<file path="src/rtl/mps_pkg.sv">
// Shared types for multi_pulse_stim.
// Defining MPS_DUTY_EN replaces half_per with separate t_hi/t_lo segment lengths.
package mps_pkg;

   localparam int MPS_CNTW = 16;
   localparam int MPS_NPW  = 20;

   typedef enum logic [1:0] {
      IDLE  = 2'd0,
      DELAY = 2'd1,
      RUN   = 2'd2,
      DONE  = 2'd3
   } mps_state_e;

   // The part of the configuration that must survive past the start edge.
   typedef struct packed {
`ifdef MPS_DUTY_EN
      logic [MPS_CNTW-1:0] t_hi;
      logic [MPS_CNTW-1:0] t_lo;
`else
      logic [MPS_CNTW-1:0] half_per;
`endif
      logic [MPS_NPW-1:0]  npulse;
   } mps_run_cfg_t;

   typedef struct packed {
      logic [MPS_CNTW-1:0] dly;
      mps_run_cfg_t        run;
   } mps_cfg_t;

endpackage

</file>
<file path="src/rtl/multi_pulse_stim_if.sv">
// Control/status bundle for multi_pulse_stim; master drives config and masks, slave is the generator.
// Handshake: en is a level; a run starts on its rising edge while idle, busy/done report progress.
// Defining MPS_DUTY_EN swaps half_per for t_hi/t_lo.
interface multi_pulse_stim_if #(
   parameter int NCH  = 2,
   parameter int CNTW = 16,
   parameter int NPW  = 20
);
   import mps_pkg::*;

   logic            en;
   logic [CNTW-1:0] dly;
`ifdef MPS_DUTY_EN
   logic [CNTW-1:0] t_hi;
   logic [CNTW-1:0] t_lo;
`else
   logic [CNTW-1:0] half_per;
`endif
   logic [NPW-1:0]  npulse;
   logic [NCH-1:0]  ch_en;
   logic [NCH-1:0]  ch_inv;
   logic [NCH-1:0]  pulse;
   logic            busy;
   logic            done;
   logic [NPW-1:0]  pcnt;
   mps_state_e      state;

   modport master (
      output en, dly,
`ifdef MPS_DUTY_EN
      output t_hi, t_lo,
`else
      output half_per,
`endif
      output npulse, ch_en, ch_inv,
      input  pulse, busy, done, pcnt, state
   );

   modport slave (
      input  en, dly,
`ifdef MPS_DUTY_EN
      input  t_hi, t_lo,
`else
      input  half_per,
`endif
      input  npulse, ch_en, ch_inv,
      output pulse, busy, done, pcnt, state
   );

endinterface

</file>
<file path="src/rtl/mps_timer.sv">
// Loadable down-counter; expire is high for the single cycle in which the count sits at 1.
module mps_timer #(
   parameter int CNTW = 16
) (
   input  logic            clk,
   input  logic            rstn,
   input  logic            load,
   input  logic [CNTW-1:0] val,
   output logic            expire
);

   logic [CNTW-1:0] cnt;

   always_ff @(posedge clk) begin
      if (!rstn) begin
         cnt <= '0;
      end else if (load) begin
         cnt <= (val == '0) ? CNTW'(1) : val;
      end else if (cnt != '0) begin
         cnt <= cnt - 1'b1;
      end
   end

   assign expire = (cnt == CNTW'(1));

endmodule

</file>
<file path="src/rtl/multi_pulse_stim.sv">
// Multi-channel square-wave stimulus generator: start delay, programmable period, finite pulse count.
// Defining MPS_DUTY_EN selects asymmetric high/low segment lengths (t_hi/t_lo).
module multi_pulse_stim
   import mps_pkg::*;
#(
   parameter int   NCH      = 2,
   parameter int   CNTW     = MPS_CNTW,
   parameter int   NPW      = MPS_NPW,
   parameter logic INIT_LVL = 1'b1
) (
   input logic               clk,
   input logic               rstn,
   multi_pulse_stim_if.slave bus
);

   mps_state_e      state;
   mps_cfg_t        cfg_in;
   mps_run_cfg_t    cfg_q;
   logic            base;
   logic            en_q;
   logic            busy_r;
   logic            done_r;
   logic [NPW-1:0]  pcnt_r;
   logic            start;
   logic            expire;
   logic            tmr_load;
   logic [CNTW-1:0] tmr_val;
   logic [CNTW-1:0] len_start;
   logic [CNTW-1:0] len_cur;
   logic [CNTW-1:0] len_flip;

   always_comb begin
      cfg_in              = '0;
      cfg_in.dly          = MPS_CNTW'(bus.dly);
`ifdef MPS_DUTY_EN
      cfg_in.run.t_hi     = MPS_CNTW'(bus.t_hi);
      cfg_in.run.t_lo     = MPS_CNTW'(bus.t_lo);
`else
      cfg_in.run.half_per = MPS_CNTW'(bus.half_per);
`endif
      cfg_in.run.npulse   = MPS_NPW'(bus.npulse);
   end

   // Segment lengths: at start (live inputs), for the current level, and for the level after a toggle.
`ifdef MPS_DUTY_EN
   assign len_start = INIT_LVL ? CNTW'(cfg_in.run.t_hi) : CNTW'(cfg_in.run.t_lo);
   assign len_cur   = base ? CNTW'(cfg_q.t_hi) : CNTW'(cfg_q.t_lo);
   assign len_flip  = base ? CNTW'(cfg_q.t_lo) : CNTW'(cfg_q.t_hi);
`else
   assign len_start = CNTW'(cfg_in.run.half_per);
   assign len_cur   = CNTW'(cfg_q.half_per);
   assign len_flip  = CNTW'(cfg_q.half_per);
`endif

   assign start = (state == IDLE) && bus.en && !en_q;

   always_comb begin
      tmr_load = 1'b0;
      tmr_val  = len_cur;
      case (state)
         IDLE: begin
            if (start) begin
               tmr_load = 1'b1;
               tmr_val  = (cfg_in.dly != '0) ? CNTW'(cfg_in.dly) : len_start;
            end
         end
         DELAY: begin
            if (expire) begin
               tmr_load = 1'b1;
               tmr_val  = len_cur;
            end
         end
         RUN: begin
            if (expire) begin
               tmr_load = 1'b1;
               tmr_val  = len_flip;
            end
         end
         default: ;
      endcase
   end

   mps_timer #(.CNTW(CNTW)) u_timer (
      .clk    (clk),
      .rstn   (rstn),
      .load   (tmr_load),
      .val    (tmr_val),
      .expire (expire)
   );

   always_ff @(posedge clk) begin
      if (!rstn) begin
         state  <= IDLE;
         base   <= INIT_LVL;
         pcnt_r <= '0;
         busy_r <= 1'b0;
         done_r <= 1'b0;
         en_q   <= 1'b0;
         cfg_q  <= '0;
      end else begin
         en_q <= bus.en;
         if ((state == DELAY || state == RUN) && !bus.en) begin
            state  <= IDLE;
            base   <= INIT_LVL;
            busy_r <= 1'b0;
            done_r <= 1'b0;
         end else begin
            case (state)
               IDLE: begin
                  if (start) begin
                     cfg_q  <= cfg_in.run;
                     pcnt_r <= '0;
                     busy_r <= 1'b1;
                     state  <= (cfg_in.dly == '0) ? RUN : DELAY;
                  end
               end
               DELAY: begin
                  if (expire) state <= RUN;
               end
               RUN: begin
                  // Completion is seen the cycle after the last period closes, with base already at rest.
                  if (cfg_q.npulse != '0 && pcnt_r == NPW'(cfg_q.npulse)) begin
                     state  <= DONE;
                     busy_r <= 1'b0;
                     done_r <= 1'b1;
                  end else if (expire) begin
                     base <= ~base;
                     if (base != INIT_LVL && pcnt_r != '1) pcnt_r <= pcnt_r + 1'b1;
                  end
               end
               DONE: begin
                  if (!bus.en) begin
                     state  <= IDLE;
                     done_r <= 1'b0;
                  end
               end
               default: state <= IDLE;
            endcase
         end
      end
   end

   assign bus.pulse = ((bus.ch_en & {NCH{base}}) | (~bus.ch_en & {NCH{INIT_LVL}})) ^ bus.ch_inv;
   assign bus.busy  = busy_r;
   assign bus.done  = done_r;
   assign bus.pcnt  = pcnt_r;
   assign bus.state = state;

endmodule

</file>
<file path="src/flat_wrapper.sv">
// flat-port wrapper written by rule: the top's interface ports become plain ports
module multi_pulse_stim_flat import mps_pkg::*;
#(
   parameter int   NCH      = 2,
   parameter int   CNTW     = MPS_CNTW,
   parameter int   NPW      = MPS_NPW,
   parameter logic INIT_LVL = 1'b1
)
  (clk, rstn, bus_en, bus_dly, bus_half_per, bus_npulse, bus_ch_en, bus_ch_inv, bus_pulse, bus_busy, bus_done, bus_pcnt, bus_state);
  multi_pulse_stim_if #(.NCH(NCH), .CNTW(CNTW), .NPW(NPW)) bus_i ();
  input logic clk;
  input logic rstn;
  input wire logic [$bits(bus_i.en)-1:0] bus_en;
  input wire logic [$bits(bus_i.dly)-1:0] bus_dly;
  input wire logic [$bits(bus_i.half_per)-1:0] bus_half_per;
  input wire logic [$bits(bus_i.npulse)-1:0] bus_npulse;
  input wire logic [$bits(bus_i.ch_en)-1:0] bus_ch_en;
  input wire logic [$bits(bus_i.ch_inv)-1:0] bus_ch_inv;
  output wire logic [$bits(bus_i.pulse)-1:0] bus_pulse;
  output wire logic [$bits(bus_i.busy)-1:0] bus_busy;
  output wire logic [$bits(bus_i.done)-1:0] bus_done;
  output wire logic [$bits(bus_i.pcnt)-1:0] bus_pcnt;
  output wire logic [$bits(bus_i.state)-1:0] bus_state;
  assign bus_i.en = bus_en;
  assign bus_i.dly = bus_dly;
  assign bus_i.half_per = bus_half_per;
  assign bus_i.npulse = bus_npulse;
  assign bus_i.ch_en = bus_ch_en;
  assign bus_i.ch_inv = bus_ch_inv;
  assign bus_pulse = bus_i.pulse;
  assign bus_busy = bus_i.busy;
  assign bus_done = bus_i.done;
  assign bus_pcnt = bus_i.pcnt;
  assign bus_state = bus_i.state;
  multi_pulse_stim #(.NCH(NCH), .CNTW(CNTW), .NPW(NPW), .INIT_LVL(INIT_LVL)) u_core (.clk(clk), .rstn(rstn), .bus(bus_i));
endmodule
</file>
<file path="config.mk">
export PLATFORM = sky130hd
export DESIGN_NAME = multi_pulse_stim_flat
export DESIGN_NICKNAME = d
export VERILOG_FILES = /design/src/rtl/mps_pkg.sv /design/src/rtl/multi_pulse_stim_if.sv /design/src/rtl/mps_timer.sv /design/src/rtl/multi_pulse_stim.sv /design/src/flat_wrapper.sv
export SDC_FILE = /design/constraint.sdc
export NUM_CORES = 1
export LEC_CHECK = 0
export ABC_AREA = 1
export CAP_MARGIN = 10
export CORE_UTILIZATION = 40
export DETAILED_ROUTE_END_ITERATION = 8
export SLEW_MARGIN = 20
export SYNTH_ARGS = -nofsm -noshare
export SYNTH_HDL_FRONTEND = slang
export SYNTH_SLANG_ARGS = --single-unit
</file>
<file path="constraint.sdc">
create_clock -name clk -period 3.2 [get_ports clk]
set_clock_uncertainty 0.2 [all_clocks]
set_input_delay 0.64 -clock clk [delete_from_list [all_inputs] [get_ports clk]]
set_output_delay 0.64 -clock clk [all_outputs]
set_load 0.03 [all_outputs]
</file>
==> results.ini, run 1 <==
[floorplanning]
num_rows=39
design.portCount=85
fp.dieW_um=112
die-area_mm2=0.0126
die_h_um=112
coreArea_mm2=0.0116
start_util=0.418

[sta]
finalHoldViolCount=0
relSlewSlack=0.628
timing.final.crit_share=0.882
finalMaxSlewViolations=0
fin_crit_ns=2.82
final.setup.tns_ns=0
tightest_slew_ns=0.553
worst_slack_ns=0.379
setup_viol=0
fmax_mhz=354
rsz0062_at_grt=false

[worst_setup_path]
crit_buf_inv=2
path_cells=clkdlybuf4s50_1 -> nand2_1 -> xor2_1 -> clkdlybuf4s50_1
crit_family=buffers and inverters
r2r_cells=12
cp.required_ns=2.36
reg2reg_from=u_core.bus.state[0]
critical_path.most_common_cell=clkdlybuf4s50_1
cp.arrival_ns=1.98
critical_path.max_fanout=1
crit_type=in2out
crit_path_end=bus_pulse[1]
slowest_stage=clkdlybuf4s50_1
r2r_end=u_core.bus.pcnt[6]
setup.worst_path.end_class=primary output
crit_cells=4
reg2reg_slack_ns=0.57
start_kind=primary input
startpoint=bus_ch_en[1]
slowest_delay_ns=0.68

[drt]
remaining_drc_errors=2
wl_per_cell_um=15.0
vias=4871
drtIter0Drc=330
drt-pass1-iter-count=9
via_per_inst=5.22
drt_wl_total_mm=14.0
ant_nets=0

[clocking]
path_clk_slew_ns=0.06
h-tree-depth=3
root_buffer=clkbuf_16
post_cts_buffers=0
insertion_delay_ns=0.35
cts_buffers=9
clockBufferDepth=2
ctsResizeCount=0
cts_hold_buf=0
cts_tree=built
cts_sinks=78

[placement]
preCtsSetupSlack_ns=0.171
hpwl_mm=10.5
gp_congestion=0.960
portBuffers=84

[yosys]
yosys_warnings=0
synth_fa_ha_area_frac=0.0206
synth_fp_nets=779
yosys-top-cells-area=dfxtp_1, nand2_1, nor2_1, nand3_1, a21oi_1
synth_compound_area_frac=0.146
synth-simple-area-share=0.347
synth_top_family_by_area=simple AND/OR/NAND/NOR gates
synth-seq-area-share=0.321
syn_avg_cell_area_um2=6.82
yosys.area.top_type=dfxtp_1
muxShareOfSynthArea=0
ys_ff_latch=78
ys_types=39
synth-xor-area-share=0.0739
yosys.area.top_type_share=0.321
synth_area_mm2=0.00486
synthCells=712

[power]
fin_total_pwr_w=0.00454
leakage_nw=2.34
powerDensity_mw_per_mm2=749
ir_worst_vdd_mv=0.333

[final_layout]
multi_input_area_mm2=0.00285
seq_area_mm2=0.00156
antenna_cells=0
syn2layout_area_growth_pct=24.9
nFillCells=1152
final_util=0.522
fin_nets=853
post_route_cells_drive_above_1_share=0.111

[run_status]
violations=DRC
status=finished, violations left

[grt]
gr-total-overflow=0
grt_antenna_before_repair=0
grt_max_degree=62
grt_pass1_vias=4528
grt_use_total=0.232
grt_pass1_wl_mm=23.0

[flow_run]
cap_violations=0

[min_path]
min_from=u_core.len_cur[13]
min_delay_path_depth=2
hp-class=reg2reg

area by class of cell:
cell class | count | area share
timing repair buffer | 97 | 0.157
clock buffer | 12 | 0.0406
tap | 143 | 0.0295
clock inverter | 4 | 0.00371
multi-input combinational | 532 | 0.470
sequential | 78 | 0.257
inverter | 68 | 0.0421
worst min path at each step:
stage | endpoint | slack (ns)
5_1_grt | u_core.len_cur[13] | 0.26
3_3_place_gp | u_core.len_cur[13] | 0.23
4_1_cts | u_core.len_cur[13] | 0.24
6_report | u_core.len_cur[13] | 0.24
2_1_floorplan | u_core.len_cur[13] | 0.22
3_5_place_dp | u_core.len_cur[13] | 0.23
sequential cells by signal, summed over array words and instances (netlist names):
name / cells
u_core.en_q: 1
u_core.base: 1
u_core.bus.busy: 1
u_core.bus.pcnt: 20
u_core.u_timer.cnt: 16
u_core.bus.done: 1
u_core.cfg_q: 20
u_core.len_cur: 16
u_core.bus.state: 2
cells by family after synthesis:
family / count (synthesis)
simple gates: 361
xor+xnor: 41
flops: 78
buf+inv: 102
fa+ha+maj: 8
compound gates: 122
power by group:
group	total [W]	switching (W)	internal [W]
Clock	0.000950	0.000407	0.000543
Combinational	0.00225	0.00145	0.000804
Sequential	0.00134	0.000150	0.00119
cells in the mapped netlist (all sizes together):
cell type,instances
o31ai,3
dfxtp,78
clkbuf,18
nand4,19
nor4,8
a21oi,72
nor2,102
xnor2,20
clkinv,3
ha,8
buf,16
nand2,152
nand3,65
inv,65
o21ai,40
nand3b,1
nor3,10
xor2,21
a31oi,5
or2,4
a21boi,1
o211ai,1
layout by cell type (no fill, tap or decap), types with 2 or more instances in the layout:
cell	netlist	final
o21ai_0	36	36
nor2_1	93	93
nand2_2	17	17
inv_2	5	5
clkinv_2	0	3
o21ai_1	4	4
ha_1	8	8
a21oi_1	55	55
or2_2	2	2
nor4_1	7	7
clkdlybuf4s50_1	0	84
clkbuf_16	0	9
nor3_1	8	8
buf_4	3	12
nor2_2	5	5
xnor2_1	20	20
nand4_1	18	18
a21oi_2	17	17
nand2_1	133	133
nor2_4	4	4
clkinv_1	3	3
or2_4	2	2
o31ai_1	2	2
nand3_2	2	2
nand2_4	2	2
nor3_2	2	2
xor2_1	21	21
a31oi_1	5	5
nand3_1	63	63
dfxtp_1	78	78
clkbuf_1	18	2
inv_1	60	60
metrics by stage:
step / hold slack (ns) / cell area, µm² / instances
floorplan: 0.220 / 4860 / 712
CTS: 0.241 / 6070 / 934
finish: 0.245 / 6070 / 934
global route: 0.265 / 6070 / 934
detailed placement: 0.232 / 5800 / 918
global placement: 0.230 / 5800 / 918
tightest hold or removal path, stage by stage, from the launching register on:
cell,delay (ns)
dfxtp_1,0.31
inv_1,0.05
a21oi_1,0.05
metal layers:
metal	global-route usage	vias to the layer above	wire, µm
met5	0	-	0
met4	0.0836	0	229
met3	0.0421	17	861
met2	0.361	163	6150
met1	0.320	2222	6760
li1	-	2469	-
Power figures use the tool's default switching activity.
==> inputs of run 2 (changes only) <==
- CTS_CLUSTER_DIAMETER: default -> 40
==> results of run 2 <==
Final layout, timing and power as in run 1 (identical DEF).
